===== src/rtl/ifmd_window_fetch.sv =====
// ifmd_window_fetch: walks every 3x3 window (stride 1, no padding) of an 8x8 map
// held in the IFMD RAM. It issues registered RAM reads and streams the pixels,
// each tagged with its window position, through a 2-entry skid buffer to the PE.
module ifmd_window_fetch #(
  parameter int unsigned IMG_W  = 8,
  parameter int unsigned IMG_H  = 8,
  parameter int unsigned K      = 3,
  parameter int unsigned ADDR_W = 6,
  parameter int unsigned DATA_W = 8
) (
  input  logic              clk,
  input  logic              rst,
  input  logic              start,
  output logic              busy,
  output logic              done,
  output logic              ram_read,
  output logic [ADDR_W-1:0] ram_addr,
  input  logic [DATA_W-1:0] ram_data,
  output logic [DATA_W-1:0] pix_out,
  output logic              pix_valid,
  input  logic              pix_ready,
  output logic              pix_first,
  output logic              pix_last,
  output logic              frame_last,
  output logic [2:0]        win_row,
  output logic [2:0]        win_col
);

  localparam logic [2:0]        OrowMax = 3'(IMG_H - K);
  localparam logic [2:0]        OcolMax = 3'(IMG_W - K);
  localparam logic [1:0]        KMax    = 2'(K - 1);
  localparam logic [ADDR_W-1:0] ImgWA   = ADDR_W'(IMG_W);

  typedef enum logic [1:0] {StIdle, StFetch, StDrain, StDone} state_e;

  typedef struct packed {
    logic [2:0] row;
    logic [2:0] col;
    logic       first;
    logic       last;
    logic       flast;
  } tag_t;

  typedef struct packed {
    logic [DATA_W-1:0] pix;
    tag_t              tag;
  } entry_t;

  state_e            state_q, state_d;
  logic [2:0]        orow_q, orow_d, ocol_q, ocol_d;
  logic [1:0]        kr_q, kr_d, kc_q, kc_d;
  logic [ADDR_W-1:0] last_addr_q, cur_addr, row_sum, col_sum;
  logic              inflight_q;
  tag_t              tag_q, tag_d;
  entry_t            fifo_q [2];
  entry_t            head;
  logic              wr_ptr_q, rd_ptr_q;
  logic [1:0]        count_q, count_d;
  logic [2:0]        occ;
  logic              issue, push, pop;

  // Tap address and the tags that travel with it through the read latency.
  always_comb begin
    row_sum    = ADDR_W'(orow_q) + ADDR_W'(kr_q);
    col_sum    = ADDR_W'(ocol_q) + ADDR_W'(kc_q);
    cur_addr   = row_sum * ImgWA + col_sum;
    tag_d.row   = orow_q;
    tag_d.col   = ocol_q;
    tag_d.first = (kr_q == '0) && (kc_q == '0);
    tag_d.last  = (kr_q == KMax) && (kc_q == KMax);
    tag_d.flast = tag_d.last && (orow_q == OrowMax) && (ocol_q == OcolMax);
  end

  // Skid-buffer occupancy: push on returning read data, pop on PE handshake.
  always_comb begin
    push    = inflight_q;
    pop     = (count_q != '0) && pix_ready;
    occ     = {1'b0, count_q} + {2'b00, inflight_q};
    count_d = count_q;
    case ({push, pop})
      2'b10:   count_d = count_q + 2'd1;
      2'b01:   count_d = count_q - 2'd1;
      default: count_d = count_q;
    endcase
  end

  // Frame FSM plus window/tap loop nest; a read issues only when a buffer slot is guaranteed.
  always_comb begin
    state_d = state_q;
    orow_d  = orow_q;
    ocol_d  = ocol_q;
    kr_d    = kr_q;
    kc_d    = kc_q;
    issue   = 1'b0;
    case (state_q)
      StIdle: begin
        if (start) begin
          state_d = StFetch;
          orow_d  = '0;
          ocol_d  = '0;
          kr_d    = '0;
          kc_d    = '0;
        end
      end
      StFetch: begin
        issue = (occ < 3'd2) || pop;
        if (issue) begin
          if (kc_q != KMax) begin
            kc_d = kc_q + 2'd1;
          end else begin
            kc_d = '0;
            if (kr_q != KMax) begin
              kr_d = kr_q + 2'd1;
            end else begin
              kr_d = '0;
              if (ocol_q != OcolMax) begin
                ocol_d = ocol_q + 3'd1;
              end else begin
                ocol_d = '0;
                if (orow_q != OrowMax) begin
                  orow_d = orow_q + 3'd1;
                end else begin
                  orow_d  = '0;
                  state_d = StDrain;
                end
              end
            end
          end
        end
      end
      // No reads issue here, so an empty next-state buffer means the frame is fully delivered.
      StDrain: begin
        if (count_d == '0) state_d = StDone;
      end
      StDone:  state_d = StIdle;
      default: state_d = StIdle;
    endcase
  end

  // State, counters, read pipeline and skid-buffer storage.
  always_ff @(posedge clk or posedge rst) begin
    if (rst) begin
      state_q     <= StIdle;
      orow_q      <= '0;
      ocol_q      <= '0;
      kr_q        <= '0;
      kc_q        <= '0;
      last_addr_q <= '0;
      inflight_q  <= 1'b0;
      tag_q       <= '0;
      fifo_q[0]   <= '0;
      fifo_q[1]   <= '0;
      wr_ptr_q    <= 1'b0;
      rd_ptr_q    <= 1'b0;
      count_q     <= '0;
    end else begin
      state_q    <= state_d;
      orow_q     <= orow_d;
      ocol_q     <= ocol_d;
      kr_q       <= kr_d;
      kc_q       <= kc_d;
      inflight_q <= issue;
      count_q    <= count_d;
      if (issue) begin
        last_addr_q <= cur_addr;
        tag_q       <= tag_d;
      end
      if (push) begin
        fifo_q[wr_ptr_q] <= {ram_data, tag_q};
        wr_ptr_q         <= ~wr_ptr_q;
      end
      if (pop) rd_ptr_q <= ~rd_ptr_q;
    end
  end

  // Outputs: RAM port, status, and the buffer head with its tags.
  always_comb begin
    head       = fifo_q[rd_ptr_q];
    busy       = (state_q == StFetch) || (state_q == StDrain);
    done       = (state_q == StDone);
    ram_read   = issue;
    ram_addr   = issue ? cur_addr : last_addr_q;
    pix_valid  = (count_q != '0);
    pix_out    = head.pix;
    win_row    = head.tag.row;
    win_col    = head.tag.col;
    pix_first  = pix_valid && head.tag.first;
    pix_last   = pix_valid && head.tag.last;
    frame_last = pix_valid && head.tag.flast;
  end

endmodule


===== config.mk =====
export PLATFORM = sky130hd
export DESIGN_NAME = ifmd_window_fetch
export DESIGN_NICKNAME = d
export VERILOG_FILES = /design/src/rtl/ifmd_window_fetch.sv
export SDC_FILE = /design/constraint.sdc
export NUM_CORES = 1
export LEC_CHECK = 0
export CORE_ASPECT_RATIO = 1.1
export CORE_MARGIN = 2
export CORE_UTILIZATION = 50
export DETAILED_ROUTE_END_ITERATION = 7
export HOLD_SLACK_MARGIN = 0.12
export PLACE_DENSITY = 0.76
export SLEW_MARGIN = 15
export SYNTH_ARGS = -nofsm -noshare
export SYNTH_HDL_FRONTEND = slang
export SYNTH_SLANG_ARGS = --single-unit

===== constraint.sdc =====
create_clock -name clk -period 2.13 [get_ports clk]
set_input_delay 0.426 -clock clk [delete_from_list [all_inputs] [get_ports clk]]
set_output_delay 0.426 -clock clk [all_outputs]
set_load 0.005 [all_outputs]

==> summary.md, run 1 <==
| Metric | Value |
|---|---|
| Worst slew margin | 0.6625 |
| Area share of the largest cell type after synthesis | 0.5181 |
| Crit. End Element | output pin |
| Fin. Hold Viols | 0 |
| Max Fclk | 422.7 MHz |
| First-pass GRT wire length | roughly 11000 µm |
| Root buffer cell | clkbuf_8 |
| Starting density of the core | 0.5179 |
| Die Span Y | 87.75 µm |
| H-tree levels | 3 |
| Slew Viols, Final | 0 |
| FF+latch area | 1652 µm² |
| Pin count of the biggest net entering global routing | 67 |
| Residual DRC count | 0 |
| Synth unique cells | 36 |
| Leak Pwr | 2.195 nW |
| CP Launch Type | register |
| Placed cell areas | 3889 µm² |
| Critical path class | register to output pin |
| Top area cells in the synthesized netlist | dfrtp_1, mux2_2, ha_1, o21ai_0, nand2_1 |
| Num CTS Buffers | 9 |
| Proportion of layout cells with a drive suffix above 1 | 0.4158 |
| Hold Path Class | input port to asynchronous set/reset pin |
| Post-synthesis sequential area ratio | 0.5181 |
| Synthesis-stage register bit count | 66 |
| Vias in the first global route | 2286 |
| Slew @ Worst Pin | 501.0 ps |
| Clock latency on the worst-skew pair | between 300 and 400 ps |
| Failing checks | setup timing |
| Clock Skew | 6.860 ps |
| Setup Viol. Count Final | 3 |
| Total track usage | 0.2024 |
| Worst EP required | 1700 ps |
| Filler instances | 444 |
| CP arrival | 1940 ps |
| CTS tree | done |
| Mapped cell area | 3188 µm² |
| Io pins | 39 |
| Post-Syn Nets | 286 |
| IO buf count | 38 |
| Max VDD drop | 798.7 µV |
| Avg Vias per Cell | 5.129 |
| TritonRoute pass-1 iters | 4 |
| Mean routed wirelength per cell | 14.70 µm |
| Core box area | 6156 µm² |
| Std cell rows | 30 |
| RSZ-0062 raised after global routing | yes |
| Clk buf depth | 2 |
| 1st-iter DRT viols | 168 |
| Max Cap Viol | 0 |
| Setup TNS | -586.6 ps |
| Status | finished with violations |
| Ys Warns | 0 |
| Die Wd | 80.14 µm |
| Period minus WS final | 2366 ps |
| Synthesized instance count | ~260 |
| Dpl cells | 406 |
| DR vias | 2298 |
| Total power | roughly 0.0064 W |
| Mean Syn Cell Area | 12.08 µm² |
| Cell taking the most area after synthesis | dfrtp_1 |
| Antenna diodes | 0 |
| Die ar. | approximately 7000 µm² |
| Maximum fanout along the worst path | 2 |
| Final period utilization | 1.111 |
| Design area | 4412 µm² |
| Setup ws final | -235.8 ps |
| TritonCTS Sinks | 66 |
| Clock-pin slew on the worst setup and hold paths | 70 ps |
| Multi-input gate area | 1465 µm² |
| Layout Cells excl Fill | 448 |
| Final wirelength | approximately 6600 µm |
| Dpl hpwl | 4421 µm |
| Final nets | 385 |
| Overflow left after global routing | 0 |
| Antenna-violating nets left | 0 |
| Placer Congestion | 0.8593 |
| Synth-to-layout area growth | 38.38% |
| P per Cell Area | around 1500 nW/µm² |
| Antenna violations before repair | 0 |
cell families (layout without fill, tap and decap cells):
group | after synthesis | in the layout | share of synthesized area
multiplexers | 58 | 58 | 0.2029
AO/OA/AOI/OAI | 39 | 39 | 0.07889
buffers and inverters | 29 | 133 | 0.03964
adder cells (fa/ha/maj) | 10 | 10 | 0.04396
XOR/XNOR | 11 | 11 | 0.03022
AND/OR/NAND/NOR | 51 | 51 | 0.08634
flip-flops | 66 | 66 | 0.5181
through the flow:
step	util	worst slack (ps)	hold WS (ps)
floorplan	-	49.19	454.3
global placement	0.6317	-340.1	468.4
detailed placement	0.6317	-417.3	475.3
CTS	0.6935	-296.4	478.6
global route	0.7167	-336.8	501.3
finish	0.7167	-235.8	470.0
area by class of cell:
cell class	count	area share
Timing Repair Buffer	100	0.1997
Clock inverter	6	0.02552
Clock buffer	10	0.03120
Inverter	17	0.01446
Multi-Input combinational cell	169	0.3321
Sequential cell	66	0.3744
Tap cell	80	0.02269
timing repair:
action                                  4_1_cts  5_1_grt
hold buffers                                  0        0
cloned                                        1        0
setup buffers                                12       14
pin swaps                                    15        9
resized for setup                            46       23
endpoints found under the setup margin       20       23
flip-flops by register name, summed over array words and instances (netlist names):
register	flops
fifo_q	34
tag_q	9
last_addr_q	6
ocol_q	3
orow_q	3
count_q	2
kc_q	2
kr_q	2
state_q	2
inflight_q	1
rd_ptr_q	1
wr_ptr_q	1
cells in the mapped netlist:
| master | instances |
|---|---|
| o21ai_2 | 1 |
| mux2i_1 | 5 |
| and4bb_2 | 1 |
| o22ai_1 | 2 |
| dfrtp_1 | 66 |
| nor2_1 | 6 |
| or4_1 | 4 |
| buf_2 | 8 |
| xnor2_1 | 5 |
| and3b_1 | 1 |
| nand4_1 | 1 |
| or2_2 | 1 |
| nor2b_1 | 5 |
| a221oi_1 | 1 |
| nand3b_1 | 2 |
| a22o_1 | 2 |
| inv_1 | 17 |
| mux2_1 | 1 |
| nand3_1 | 5 |
| nand2b_1 | 2 |
| o211ai_1 | 4 |
| ha_1 | 8 |
| fa_1 | 2 |
| a21oi_1 | 6 |
| clkbuf_1 | 3 |
| o21ai_0 | 19 |
| nand2_1 | 18 |
| mux2_2 | 52 |
| o2111ai_1 | 2 |
| xor2_1 | 6 |
| nand4b_1 | 1 |
| buf_6 | 1 |
| a221oi_2 | 1 |
| and4b_1 | 1 |
| or3_1 | 3 |
| a21oi_4 | 1 |
path summary, 6_finish.rpt:
| kind | startpoint | endpoint | slack (ps) | cells past startpoint |
|---|---|---|---|---|
| worst max register to register | kc_q[0] | state_q[1] | 50 | 7 |
| min in group clk | wr_ptr_q | wr_ptr_q | 490 | 1 |
| max in group asynchronous | rst | fifo_q[7] | 1390 | 3 |
| worst min register to register | wr_ptr_q | wr_ptr_q | 490 | 1 |
| worst max-delay path | orow_q[0] | ram_addr[4] | -240 | 6 |
| worst min-delay path | rst | fifo_q[15] | 470 | 3 |
worst max-delay path, stage by stage, from the launching register on:
cell and delay [ps]:
dfrtp_1 390, ha_2 190, fa_1 460, buf_4 150, xor2_1 130, o21ai_1 150, buf_2 140
metal layers:
metal  vias to the layer above  GRT usage  share of wire
met1                      1120     0.2609           0.46
met3                         6    0.04845          0.035
li1                       1125          -              -
met2                        47     0.3280           0.50
met4                         0    0.08783          0.011
met5                         -          0              0
layout by cell type (no fill, tap or decap), drive strengths merged:
cell type and count:
o211ai 4, and3b 1, or4 4, or3 3, buf 67, or2 1
xor2 6, ha 8, and4b 1, o2111ai 2, xnor2 5, fa 2
mux2i 5, mux2 53, clkinv 2, nor2 6, dlygate4sd2 5, bufinv 3
a22o 2, nor2b 5, nand4 1, clkbuf 11, nand4b 1, a221oi 2
nand3b 2, clkdlybuf4s50 14, a21oi 7, dfrtp 66, nand3 5, and4bb 1
o22ai 2, o21ai 20, nand2b 2, inv 18, dlymetal6s2s 13, nand2 18
where the power goes:
part	leakage (nW)	total [W]	internal, W	switching, W
Combinational	1.22	0.00310	0.00184	0.00125
Clock	0.127	0.00131	0.000813	0.000496
Sequential	0.844	0.00202	0.00174	0.000275
Total	2.20	0.00642	0.00440	0.00202
Note: power is estimated with default switching activity, not from simulation.
==> inputs of run 2 (changes only) <==
- PLACE_DENSITY: 0.76 -> not set
- PLACE_DENSITY_LB_ADDON: not set -> 0.05
==> run 2 against run 1 <==
Effect of this change:
- the flow still finishes with violations (setup timing)
- via count up 1.9%
- sequential share of layout area decreased by 0.53 points
- first-iteration DRC count down 44%
- clock skew is 3.3 ps higher
- global-route usage rose by 0.52 points
- non-clock buffer count increased by 4
- largest power group unchanged
- highest routed layer unchanged
==> summary.md, run 2 (synthesis gave the netlist of run 1 again) <==
| Metric | Value |
|---|---|
| IO buf count | 38 (unchanged) |
| Crit. End Element | output pin |
| Synth-to-layout area growth | 40.46% |
| DR vias | 2342 (+1.9%) |
| Leak Pwr | 2.184 nW (-0.52%) |
| Final period utilization | 1.135 (+0.02441) |
| Setup TNS | -750.3 ps (-163.8 ps) |
| Switch share | 0.3251 (+0.009955) |
| Most common cell after layout, fill and taps aside | dfrtp_1 |
| H-tree levels | 3 (unchanged) |
| Antenna-violating nets left | 0 (unchanged) |
| Psw | 0.002088 W (+3.2%) |
| Proportion of layout cells with a drive suffix above 1 | 0.4328 (+0.01703) |
| 1st-iter DRT viols | 94 (-44%) |
| Die Span Y | 87.75 µm (unchanged) |
| Max VDD drop | 897.2 µV (+12%) |
| CP arrival | 1990 ps (+50 ps) |
| Max Cap Viol | 0 (unchanged) |
| Period minus WS final | 2418 ps (+52.00 ps) |
| TritonRoute pass-1 iters | 4 (unchanged) |
| First-pass GRT wire length | 11150 µm (+3.9%) |
| Fin. Hold Viols | 0 (unchanged) |
| Worst slew margin | 0.6647 (+0.002227) |
| Antenna diodes | 0 (unchanged) |
| Placed cell areas | 3941 µm² (+1.4%) |
| Critical path class | register to output pin |
| Io pins | 39 (unchanged) |
| Residual DRC count | 0 (unchanged) |
| Filler instances | 463 (+4.3%) |
| Clock-pin slew on the worst setup and hold paths | 80 ps (about the same) |
| Setup Viol. Count Final | 4 (+1) |
| Placer Congestion | 0.8085 (-5.9%) |
| Maximum fanout along the worst path | 2 (unchanged) |
| Clock Power Share | 0.166 (-0.038) |
| Vias in the first global route | 2317 (+1.4%) |
| Starting density of the core | 0.5179 (unchanged) |
| Clock Skew | 10.18 ps (+3.320 ps) |
| Root buffer cell | clkbuf_8 |
| Hold Path Class | input port to asynchronous set/reset pin |
| Status | finished with violations |
| Max Fclk | 413.6 MHz (-2.2%) |
| Mean routed wirelength per cell | 14.85 µm (+0.97%) |
| Commonest non-fill, non-tap cells in the layout | dfrtp_1, buf_4, mux2_2, nand2_1, clkdlybuf4s50_1 |
| CTS tree | done |
| Std cell rows | 30 (unchanged) |
| Total track usage | 0.2076 (+0.005211) |
| Design area | 4478 µm² (+1.5%) |
| Combinational Power Share | 0.516 (+0.034) |
| Overflow left after global routing | 0 (unchanged) |
| RSZ-0062 raised after global routing | yes |
| Avg Vias per Cell | 5.181 (+1.0%) |
| Pin count of the biggest net entering global routing | 30 (-55%) |
| Slew @ Worst Pin | 502.2 ps (+1.221 ps) |
| Final nets | 389 (+1.0%) |
| Total power | 0.006422 W (about the same) |
| Num CTS Buffers | 9 (unchanged) |
| Sequential Power Share | 0.317 (+0.003) |
| Clk buf depth | 2 (unchanged) |
| Die ar. | 7031 µm² (unchanged) |
| Failing checks | setup timing |
| Hold buffer count at CTS | 0 (unchanged) |
| Most flops, register | fifo_q |
| Core box area | 6156 µm² (unchanged) |
| Largest registers | fifo_q (34), tag_q (9), last_addr_q (6) |
| Worst EP required | 1700 ps (about the same) |
| Clock latency on the worst-skew pair | 340 ps (about the same) |
| CP Launch Type | register |
| Setup ws final | -287.8 ps (-52.00 ps) |
| P per Cell Area | 1434 nW/µm² (-1.5%) |
| Dpl hpwl | 4466 µm (+1.0%) |
| Max FFs per register | 34 (unchanged) |
| Antenna violations before repair | 0 (unchanged) |
| Slew Viols, Final | 0 (unchanged) |
| Final wirelength | 6710 µm (+1.9%) |
| Int Power | 0.004335 W (-1.4%) |
| TritonCTS Sinks | 66 (unchanged) |
| Die Wd | 80.14 µm (unchanged) |
-- run 2: cell types whose count changed in the layout (fill, tap and decap cells not counted), sizes merged --
cell and change:
clkinvlp +1, dlymetal6s2s -3, bufinv -2, clkdlybuf4s15 +1
clkdlybuf4s50 +3, clkinv +1, dlygate4sd2 -1, buf +4
-- run 2: layer usage --
layer	vias to the layer above	GRT usage	routed length [µm]
li1	1142	-	-
met1	1143	0.2819	3085
met2	43	0.3318	3261
met3	14	0.03608	242
met4	0	0.08629	121
met5	-	0	0
-- run 2: final timing paths --
check	startpoint	end	slack, ps	cells after the start
min in group clk	last_addr_q[1]	last_addr_q[1]	490	2
hold reg to reg	last_addr_q[1]	last_addr_q[1]	490	2
setup reg to reg	ocol_q[1]	last_addr_q[3]	110	12
hold / removal	rst	fifo_q[25]	430	2
max in group asynchronous	rst	kc_q[1]	1110	3
setup / recovery	orow_q[0]	ram_addr[5]	-290	6
-- run 2: final cells by class --
cell class                      instances  area [µm²]  share of cell area
Clock buffer                           10       137.6             0.03073
Clock inverter                          6       65.06             0.01453
Inverter                               17       63.81             0.01425
Multi-Input combinational cell        169        1491              0.3331
Sequential cell                        66        1653              0.3691
Tap cell                               80       100.1             0.02235
Timing Repair Buffer                  104       967.2              0.2160
-- run 2: power groups by stage --
stage	registers, W	logic (W)	clock network, W
after floorplan	0.00196	0.00160	0
after global placement	0.00202	0.00280	0
after detailed placement	0.00205	0.00285	0
after CTS	0.00202	0.00306	0.00109
after global routing	0.00209	0.00364	0.00115
final	0.00204	0.00332	0.00107
-- run 2: per-stage QoR --
step	setup slack (ps)	std cells	hold WS [ps]	utilization
final	-287.8	452	429.0	0.7274
after global routing	-374.4	452	465.9	0.7274
after CTS	-266.6	439	433.4	0.6959
after detailed placement	-385.6	408	477.2	0.6402
after global placement	-334.1	408	468.1	0.6402
after floorplan	49.19	264	454.3	-
-- run 2: worst max-delay path: stages, from the launching register on --
cell,delay [ps]
dfrtp_1,390
ha_2,190
fa_1,510
nand4b_1,130
xnor2_1,160
o21ai_1,140
buf_2,130
-- run 2: what timing repair did --
action	4_1_cts	5_1_grt
endpoints found under the hold margin	0	0
pin swaps	11	9
setup endpoints to repair	22	21
gates cloned	0	1
gates resized for setup	48	26
buffers inserted	15	13
